**src/rtl/pipe_ex_mem_skid.sv**
```systemverilog
// EX->MEM pipeline register with a one-entry skid buffer.
// The main entry drives the outputs directly; the skid entry absorbs one
// instruction when MEM stalls, so in_ready depends only on registered state.
// Ports:
//   clk, rst (async, active-high), flush (sync kill)
//   in_valid/in_ready + *_IN payload   : EX side handshake
//   out_valid/out_ready + *_OUT payload: MEM side handshake
//   STALL_CNT                          : saturating count of backpressure cycles
module pipe_ex_mem_skid #(
  parameter int WIDTH = 32,
  parameter int AW    = 5,
  parameter int CNT_W = 16
) (
  input  logic             clk,
  input  logic             rst,
  input  logic             flush,
  input  logic             in_valid,
  output logic             in_ready,
  input  logic             MEMWRITE_IN,
  input  logic             MEMTOREG_IN,
  input  logic             REGWRITE_IN,
  input  logic [WIDTH-1:0] RESULTOP_IN,
  input  logic [WIDTH-1:0] WRDATA_IN,
  input  logic [AW-1:0]    ARD_IN,
  output logic             out_valid,
  input  logic             out_ready,
  output logic             MEMWRITE_OUT,
  output logic             MEMTOREG_OUT,
  output logic             REGWRITE_OUT,
  output logic [WIDTH-1:0] RESULTOP_OUT,
  output logic [WIDTH-1:0] WRDATA_OUT,
  output logic [AW-1:0]    ARD_OUT,
  output logic [CNT_W-1:0] STALL_CNT
);

  typedef struct packed {
    logic             mw;
    logic             mr;
    logic             rw;
    logic [WIDTH-1:0] res;
    logic [WIDTH-1:0] wd;
    logic [AW-1:0]    ard;
  } pl_t;

  typedef enum logic [1:0] {EMPTY = 2'd0, ONE = 2'd1, FULL = 2'd2} state_t;

  state_t           state_q, state_d;
  pl_t              main_q, main_d, skid_q, skid_d, in_pl;
  logic [CNT_W-1:0] cnt_q, cnt_d;
  logic             push, pop;

  // Handshake flags come straight off the state register.
  assign out_valid = (state_q == ONE) || (state_q == FULL);
  assign in_ready  = (state_q == EMPTY) || (state_q == ONE);
  assign push      = in_valid & in_ready;
  assign pop       = out_valid & out_ready;

  assign in_pl = '{mw: MEMWRITE_IN, mr: MEMTOREG_IN, rw: REGWRITE_IN,
                   res: RESULTOP_IN, wd: WRDATA_IN, ard: ARD_IN};

  always_comb begin
    state_d = state_q;
    main_d  = main_q;
    skid_d  = skid_q;
    if (flush) begin
      state_d = EMPTY;
      main_d  = '0;
      skid_d  = '0;
    end else begin
      case (state_q)
        EMPTY: if (push) begin
          main_d  = in_pl;
          state_d = ONE;
        end
        ONE: begin
          if (push && !pop) begin
            skid_d  = in_pl;
            state_d = FULL;
          end else if (pop && !push) begin
            state_d = EMPTY;
          end else if (push && pop) begin
            main_d  = in_pl;
          end
        end
        FULL: if (pop) begin
          main_d  = skid_q;
          state_d = ONE;
        end
        default: state_d = EMPTY;
      endcase
    end
  end

  // Backpressure counter saturates and survives flush.
  always_comb begin
    cnt_d = cnt_q;
    if (out_valid && !out_ready && !(&cnt_q))
      cnt_d = cnt_q + CNT_W'(1);
  end

  always_ff @(posedge clk or posedge rst) begin
    if (rst) begin
      state_q <= EMPTY;
      main_q  <= '0;
      skid_q  <= '0;
      cnt_q   <= '0;
    end else begin
      state_q <= state_d;
      main_q  <= main_d;
      skid_q  <= skid_d;
      cnt_q   <= cnt_d;
    end
  end

  // Control bits are gated so a bubble never writes; data shows main as-is.
  assign MEMWRITE_OUT = main_q.mw & out_valid;
  assign MEMTOREG_OUT = main_q.mr & out_valid;
  assign REGWRITE_OUT = main_q.rw & out_valid;
  assign RESULTOP_OUT = main_q.res;
  assign WRDATA_OUT   = main_q.wd;
  assign ARD_OUT      = main_q.ard;
  assign STALL_CNT    = cnt_q;

endmodule

```
**config.mk**
```make
export PLATFORM = sky130hd
export DESIGN_NAME = pipe_ex_mem_skid
export DESIGN_NICKNAME = d
export VERILOG_FILES = /design/src/rtl/pipe_ex_mem_skid.sv
export SDC_FILE = /design/constraint.sdc
export NUM_CORES = 1
export LEC_CHECK = 0
export BUFFER_PORTS_ARGS = -buffer_cell sky130_fd_sc_hd__buf_2
export CORE_ASPECT_RATIO = 1.5
export CORE_MARGIN = 4
export CORE_UTILIZATION = 30
export CTS_BUF_LIST = sky130_fd_sc_hd__clkbuf_4 sky130_fd_sc_hd__clkbuf_8
export DETAILED_ROUTE_END_ITERATION = 10
export SLEW_MARGIN = 20
export SYNTH_ARGS = -nofsm -noshare
export SYNTH_HDL_FRONTEND = slang
export SYNTH_SLANG_ARGS = --single-unit
export TNS_END_PERCENT = 30
```
**constraint.sdc**
```tcl
create_clock -name clk -period 10.5 [get_ports clk]
set_clock_uncertainty 0.05 [all_clocks]
set_input_delay 1.05 -clock clk [delete_from_list [all_inputs] [get_ports clk]]
set_output_delay 1.05 -clock clk [all_outputs]
set_load 0.01 [all_outputs]
```
==> impl_summary.md, run 1 <==
Floorplanning
The initial standard-cell utilization of the core is 30.4%. Measured along the x axis, the die boundary spans 140 µm. The number of rows created at floorplan is 72. The die is 206 µm tall. The area of the placeable core is 25800 µm². Pin placement for this block handled 167 I/O pins. The floorplan step defined a die boundary enclosing 28900 µm².

STA
The final clock period utilization by the worst path is 30.9%. The count of final hold-check violations is 0. Based on the critical path, the design can be clocked at up to 308 MHz. The clock period could shrink to 3240 ps. In the final timing run, aggregate negative setup slack is 0 ps. The relative slew slack is 33.6%. The final-report setup violation count is 0.

Setup repair after global routing left no endpoint under its margin. The final worst slack is 7260 ps. The slew at the pin with the worst max-slew slack is 996 ps.

On the final layout, the worst hold slack is 437 ps. The number of pins exceeding their max-slew limit in the final report is 0.

Worst setup path
The worst setup path is of the reg2reg kind. Along the worst path, the maximum fanout reaches 42. The worst setup path is launched from a flop. The data arrival time of the worst path is 3580 ps. STA classifies the critical path endpoint as a flop.

Data on the critical path is required at its endpoint by 10840 ps.

Finish
For this run, the number of standard cells in the final layout without fillers is 1082. The layout net count is 821. Cells fill 34.5% of the core in the end.

Summing all multi-input logic gate instances after layout gives 3110 µm². The final design instance area without fill is 8900 µm². Registers take 4050 µm².

The most common cell after layout, fill and taps aside is buf_2. The top cell types in the final layout, fill and taps aside, are buf_2, dfrtp_1, nor2_1. Relative to the synthesized area, the layout overhead comes to 13.4%. In the final layout, the share of cells above drive strength 1 is 36.0%.

The filler cell count in the final layout is 2674.

Logic synthesis
Sequential elements use 51.7% of the synthesized area. The count of state elements after synthesis is 162. The Yosys step of the flow raised 0 warnings. The number of flops mapped to enable cells by yosys is 0. The share of synthesized flip-flops with an asynchronous set or reset is 100%. When the netlist entered floorplanning its net count stood at 737.

The netlist area before placement is 7840 µm². Each instance of the synthesized netlist takes up on average 12.0 µm². The distinct cell type count of the synthesized netlist is 35.

The synthesized instance count is 651. For this run, the leading register cell type out of synthesis is dfrtp_1.

Power
Summed over all nets, the switching power comes to 655 µW. The relative contribution of sequential cells to total power is 44.4%. The final total power is 1.93 mW. The combinational power share is 31.7%.

In this run the power density over the cells is 217 nW/µm². The net switching share of the total power is 33.9%. The worst ir drop on vdd is 78.9 µV.

The internal power of the cells totals 1.28 mW. For this design the static power due to leakage is 4.32 nW. The clock share of power is 23.9%.

Run status
The flow ran to the end, and the final reports show no timing, DRC or antenna violations.

Global route
The first-pass GRT wire length is 30.2 mm. The number of antenna violations at the first check in global routing was 0. The most used routing layer in global routing is met2. The via count of the first global-routing pass is 5516. Global routing consumed, on the met2 layer, 23.0% of the routing resources. Entering global routing, the biggest net connects 79 pins. Global routing consumed, on the met3 layer, 3.29% of the routing resources. The total global routing overflow is 0.

Across every metal layer, demand over resource in global routing totals 13.3%. The met1 demand-to-capacity share in global routing is 16.4%.

Routing
Across all layers, the routed design uses 5191 vias. Dividing the detail-routed via count by the number of cells gives 4.80. The first-iteration detailed-routing DRC count is 265.

The total wirelength of the detailed-routed design is 18.8 mm. The detail-routed net length per standard cell is 17.3 µm. The number of routed nets with antenna violations is 0.

The pre-antenna-repair detailed-routing pass consisted of 7 iterations. The residual DRC count is 0.

Placed design
The post-placement cell area is 8500 µm². The post-DP HPWL is 12.0 mm. During placement, the flow inserted port buffers numbering 166.

The total placed cells including tap cells is 1049. The post-placement setup slack is 6900 ps. Routability-driven placement finished with a final weighted congestion of 0.786.

Job
The max-capacitance violation count is 0.

Clocking
The clock latency reported for the late side of the worst-skew pair is 470 ps. The total number of clock tree sinks is 162. The count of hold buffers inserted by post-cts repair is 0. CTS placed an instance of clkbuf_8 at the clock tree root. The post-CTS repair timing setup buffer count is 0. Clock-pin slew was measured on the worst setup and hold paths at 90 ps. TritonCTS built the clock tree. Counting along the longest clock path gives a buffer depth of 2.

The clock buffer count from CTS is 17. After clock tree synthesis, the repair step resized 0 gates. The count of H-tree levels built during CTS is 4.

Hold path
The path category of the worst min-delay check is reg2reg.
## critical path, stage by stage, from the launching register on
cell	delay [ps]
dfrtp_1	440
inv_1	120
ha_1	250
or2_2	300
nand2_1	100
inv_1	70
ha_1	270
a21oi_4	750
buf_4	570
a22o_1	230
## synthesized netlist by cell type, types with 7 or more instances
cell type / instances / share of area, %
inv_1: 7 / 0.34
nor3_1: 7 / 0.45
mux2_1: 26 / 3.7
nor2_1: 79 / 3.8
nand2_1: 11 / 0.53
mux2_2: 47 / 6.7
clkbuf_1: 24 / 1.1
mux2i_1: 72 / 9.2
a22o_1: 72 / 8.0
buf_4: 69 / 6.6
ha_1: 9 / 1.4
xor2_1: 12 / 1.3
buf_2: 15 / 0.96
dfrtp_1: 162 / 52
## sequential cells by signal (all words and copies together), names as in the netlist
register,count
main_q,3
RESULTOP_OUT,32
skid_q,72
state_q,2
STALL_CNT,16
ARD_OUT,5
WRDATA_OUT,32
## area by class of cell
class / count / area share [%]
timing repair buffer: 173 / 9.96
inverter: 7 / 0.352
multi-input combinational: 374 / 35.0
tap: 333 / 4.68
clock buffer: 25 / 3.59
clock inverter: 7 / 0.844
antenna: 1 / 0.0281
sequential: 162 / 45.6
## power by group through the flow
stage          registers (mW)  logic (mW)  clock network [mW]
4_1_cts                 0.863       0.630               0.485
6_report                0.859       0.613               0.461
3_5_place_dp            0.874       0.628                   0
2_1_floorplan           0.850       0.536                   0
3_3_place_gp            0.871       0.618                   0
5_1_grt                 0.881       0.674               0.513
## logic make-up (layout without fill, tap and decap cells)
family,count (synthesis),in the layout,synth area share [%]
flip-flops,162,162,51.7
multiplexers,146,146,19.9
AND/OR/NAND/NOR,126,126,7.61
buffers and inverters,115,212,9.04
AO/OA/AOI/OAI,78,78,8.69
XOR/XNOR,15,15,1.67
adder cells (fa/ha/maj),9,9,1.44
other,0,1,0
## final timing paths
kind                                             from                            to  slack [ps]  depth (start not counted)
setup / recovery               state_q[0]$_DFFE_PP0P_        skid_q[13]$_DFFE_PP0P_        7260                          9
hold / removal             WRDATA_OUT[27]$_DFFE_PP0P_    WRDATA_OUT[27]$_DFFE_PP0P_         440                          1
setup reg to reg               state_q[0]$_DFFE_PP0P_        skid_q[13]$_DFFE_PP0P_        7260                          9
hold reg to reg            WRDATA_OUT[27]$_DFFE_PP0P_    WRDATA_OUT[27]$_DFFE_PP0P_         440                          1
max in group asynchronous                         rst        skid_q[22]$_DFFE_PP0P_        8590                          3
min in group asynchronous                         rst  RESULTOP_OUT[18]$_DFFE_PP0P_         600                          2
## metal layers
layer	wire (µm)	vias up
met4	224	0
li1	-	2377
met3	811	10
met2	9550	124
met5	0	-
met1	8170	2680
Power figures use the tool's default switching activity.
==> run 2: changes to the inputs <==
ABC_AREA = 1   (was default)
clock period = 2.8 ns   (was 10.5 ns; I/O delays follow)
==> run 2 against run 1 <==
  * Setup slack worse by 7000 ps
  * Die area increased by 8.6%
  * Fmax up 29%
  * Final cell count is 48% higher
  * Hold slack lost 380 ps
  * Core utilization is 2.5 points higher
  * First-iteration DRC count rose by 58%
  * Combinational power grew to 5.7 times the previous value
  * Synthesized cell count is 71% higher
  * Largest power group is now combinational logic
  * Highest routed layer unchanged
==> impl_summary.md, run 2 <==
Run status
The flow ran to the end, and the final reports show no timing, DRC or antenna violations.

Worst setup path
The largest driver fanout on the critical path is 63. The number of buffers and inverters on the critical path is 4. Walking the worst path, the cells encountered are inv_1 > ha_1 > or2_2 > nand2_1 > inv_1 > ha_2 > inv_1 > o21ai_1 > nor2_4 > buf_12 > nand3_1 > nand2_1. For the worst setup path, the data required time is 3170 ps.

The most repeated library cell on the critical path is inv_1. The total stage count of the critical path is 12. The library cell contributing the largest single delay on the critical path is dfrtp_1. The startpoint-to-endpoint class of the critical path is reg2reg. The nature of the critical path endpoint is a flop.

The data arrival time of the worst path is 2900 ps. The critical path's top delay family is simple AND/OR/NAND/NOR gates. The worst reg-to-reg path cell count is 12. The stage delay of the slowest cell on the critical path is 440 ps. The worst setup path is launched from a flop.

Placed design
In this run the cell area measured after placement is 9260 µm². In this run, placement finished with an instance count of 1502. Timing analysis after detailed placement gives a worst setup slack of 308 ps.

The routability congestion estimate is 0.811. The post-DP HPWL is 16.2 mm. In this run the tool buffered the top-level ports with 166 buffer cells.

Job
The max-capacitance violation count is 0.

Global route
Global routing used 16.3% of the available tracks. The first global-routing pass estimated 41.0 mm of wire. The via count of the first global-routing pass came to 7881. The number of antenna violations at the first check in global routing is 0. The total global routing overflow is 0. The maximum number of pins on one net before global-route repair is 82.

Floorplanning
Row generation in the floorplan step produced 75 rows. The total area inside the core boundary comes to 28100 µm². For this configuration, the core starts out at a cell density of 30.5%.

The x dimension of the die is 146 µm. The die area is 31300 µm². For this design the top-level I/O count stands at 167. The floorplan die height is 215 µm.

Logic synthesis
By count the netlist is led by nand2_1, dfrtp_1, nand3_1. The register area share after synthesis is 47.4%. The distinct cell type count of the synthesized netlist is 26. The netlist area before placement is 8550 µm². The synthesized design contains 0 enable-type register cells. The count of state elements after synthesis is 162. After technology mapping, the gate count stands at 1110. In the post-synthesis netlist, the cell with the most instances is nand2_1.

The primary flip-flop cell chosen by synthesis mapping is dfrtp_1. The number of synthesis warnings is 0. The share of synthesized flip-flops with an asynchronous set or reset is 100%. In this run the biggest area consumer among cell types represents 47.4% of the synthesized area.

Yosys attributes the largest share of cell area to dfrtp_1, nand2_1, nand3_1. The net count after synthesis is 1196. A synthesized cell averages 7.70 µm².

The biggest area consumer among synthesized cells is dfrtp_1.

Power
The leakage dissipation is 5.44 nW. Across the VDD grid, the largest voltage drop is 430 µV. The final total power is 8.91 mW.

The total power density per cell area is 857 nW/µm².

Finish
The area of combinational cells with multiple inputs is 3410 µm². The layout net count is 1331. The top cell types in the final layout, fill and taps aside, are nand2_1, buf_2, dfrtp_1. The non-filler instance count after layout is 1604. The layout cell share with drive strength beyond 1 is 18.5%.

The final cell utilization of the core is 37.0%. The number of diodes is 0. The number of flip-flops in the largest register is 72. Registers take 4050 µm². Fill cells in the final layout number 2870.

Once layout is done, the placed cells without fillers occupy 10400 µm². The largest register by flop count is skid_q. Leaving out fill and tap cells, the most frequent cell in the layout is nand2_1.

The relative area change from synthesis to final layout is 21.5%.

Clocking
The clock drives 162 sinks. The clock root buffer is clkbuf_8. The post-CTS resize count is 0. The count of H-tree levels built during CTS is 4.

The maximum count of clock buffers along a single path is 2. The clock-pin slew reported for the worst setup and hold paths after clock tree synthesis is 90 ps. Clock tree synthesis inserted a total of 17 buffers.

TritonCTS built the clock tree. The clock reaches the later pin of the worst-skew pair after 490 ps.

STA
On the final layout, the worst hold slack is 54.7 ps. For the pin with the worst max-slew slack, the measured transition is 841 ps. The final worst slack is 278 ps. The count of final hold-check violations came to 0.

After layout, the worst path uses 90.1% of the clock period. The final total negative setup slack is 0 ps. Setup repair after global routing left no endpoint under its margin.

The worst pin sits at a relative slew slack of 43.9%. The minimum clock period is 2520 ps. The maximum frequency from static timing analysis is 396 MHz. The number of pins exceeding their max-slew limit in the final report is 0. Setup violations remaining at the end of the flow were counted as 0.

Routing
The number of routed nets with antenna violations is 0. In this run, the number of DRC markers left after iteration 0 of detailed routing was 420. The residual DRC count is 0. Wires add up to 25.5 mm. The first detailed-routing pass took 5 iterations. The via total after detailed routing is 7778. The detail-routed net length per standard cell is 15.9 µm. The vias per cell is 4.85.

Hold path
The path category of the worst min-delay check is in2reg. The hold-critical path depth is 3.
[run 2: cell families (layout without fill, tap and decap cells)]
group | after synthesis | count (layout) | share of synthesized area, %
buf+inv | 212 | 360 | 13.0
compound gates | 159 | 159 | 10.2
xor+xnor | 3 | 3 | 0.307
simple gates | 565 | 565 | 27.8
fa+ha+maj | 9 | 9 | 1.32
flops | 162 | 162 | 47.4
[run 2: final timing paths]
| kind | slack (ps) | end | startpoint |
|---|---|---|---|
| setup / recovery | 280 | WRDATA_OUT[4]$_DFFE_PP0P_ | state_q[0]$_DFFE_PP0P_ |
| hold / removal | 50 | skid_q[5]$_DFFE_PP0P_ | WRDATA_IN[0] |
| setup reg to reg | 280 | WRDATA_OUT[4]$_DFFE_PP0P_ | state_q[0]$_DFFE_PP0P_ |
| hold reg to reg | 430 | WRDATA_OUT[31]$_DFFE_PP0P_ | WRDATA_OUT[31]$_DFFE_PP0P_ |
| max in group asynchronous | 1650 | skid_q[51]$_DFFE_PP0P_ | rst |
| min in group asynchronous | 320 | WRDATA_OUT[25]$_DFFE_PP0P_ | rst |
[run 2: worst reg2reg max path, delay by kind of cell, from the launching register on]
family / cells / cell delay, ps
flops: 1 / 440
fa+ha+maj: 2 / 510
simple gates: 5 / 790
buf+inv: 4 / 570
compound gates: 1 / 100
[run 2: area by class of cell]
cell class,instances,share of cell area [%]
clock buffer,21,2.72
clock inverter,11,1.46
inverter,71,2.62
multi-input combinational,736,32.8
sequential,162,39.0
tap,346,4.17
timing repair buffer,257,17.2
[run 2: metal layers]
metal,wire (µm),global-route usage [%],vias to the layer above,share of wire [%]
met5,0,0,-,0
met1,10500,18.6,3753,41
met4,512,6.27,0,2.0
met2,13500,30.0,201,53
li1,-,-,3797,-
met3,985,2.84,27,3.9
[run 2: report_power, final]
part           internal (mW)  switching (mW)
Clock                  0.968           0.938
Combinational           1.24            2.27
Sequential              3.05           0.441
Total                   5.25            3.65
[run 2: timing repair]
item                       in CTS  in global routing
setup endpoints to repair       0                  0
hold endpoints to repair       85                  0
setup buffers                   0                  0
hold buffers                   70                  0
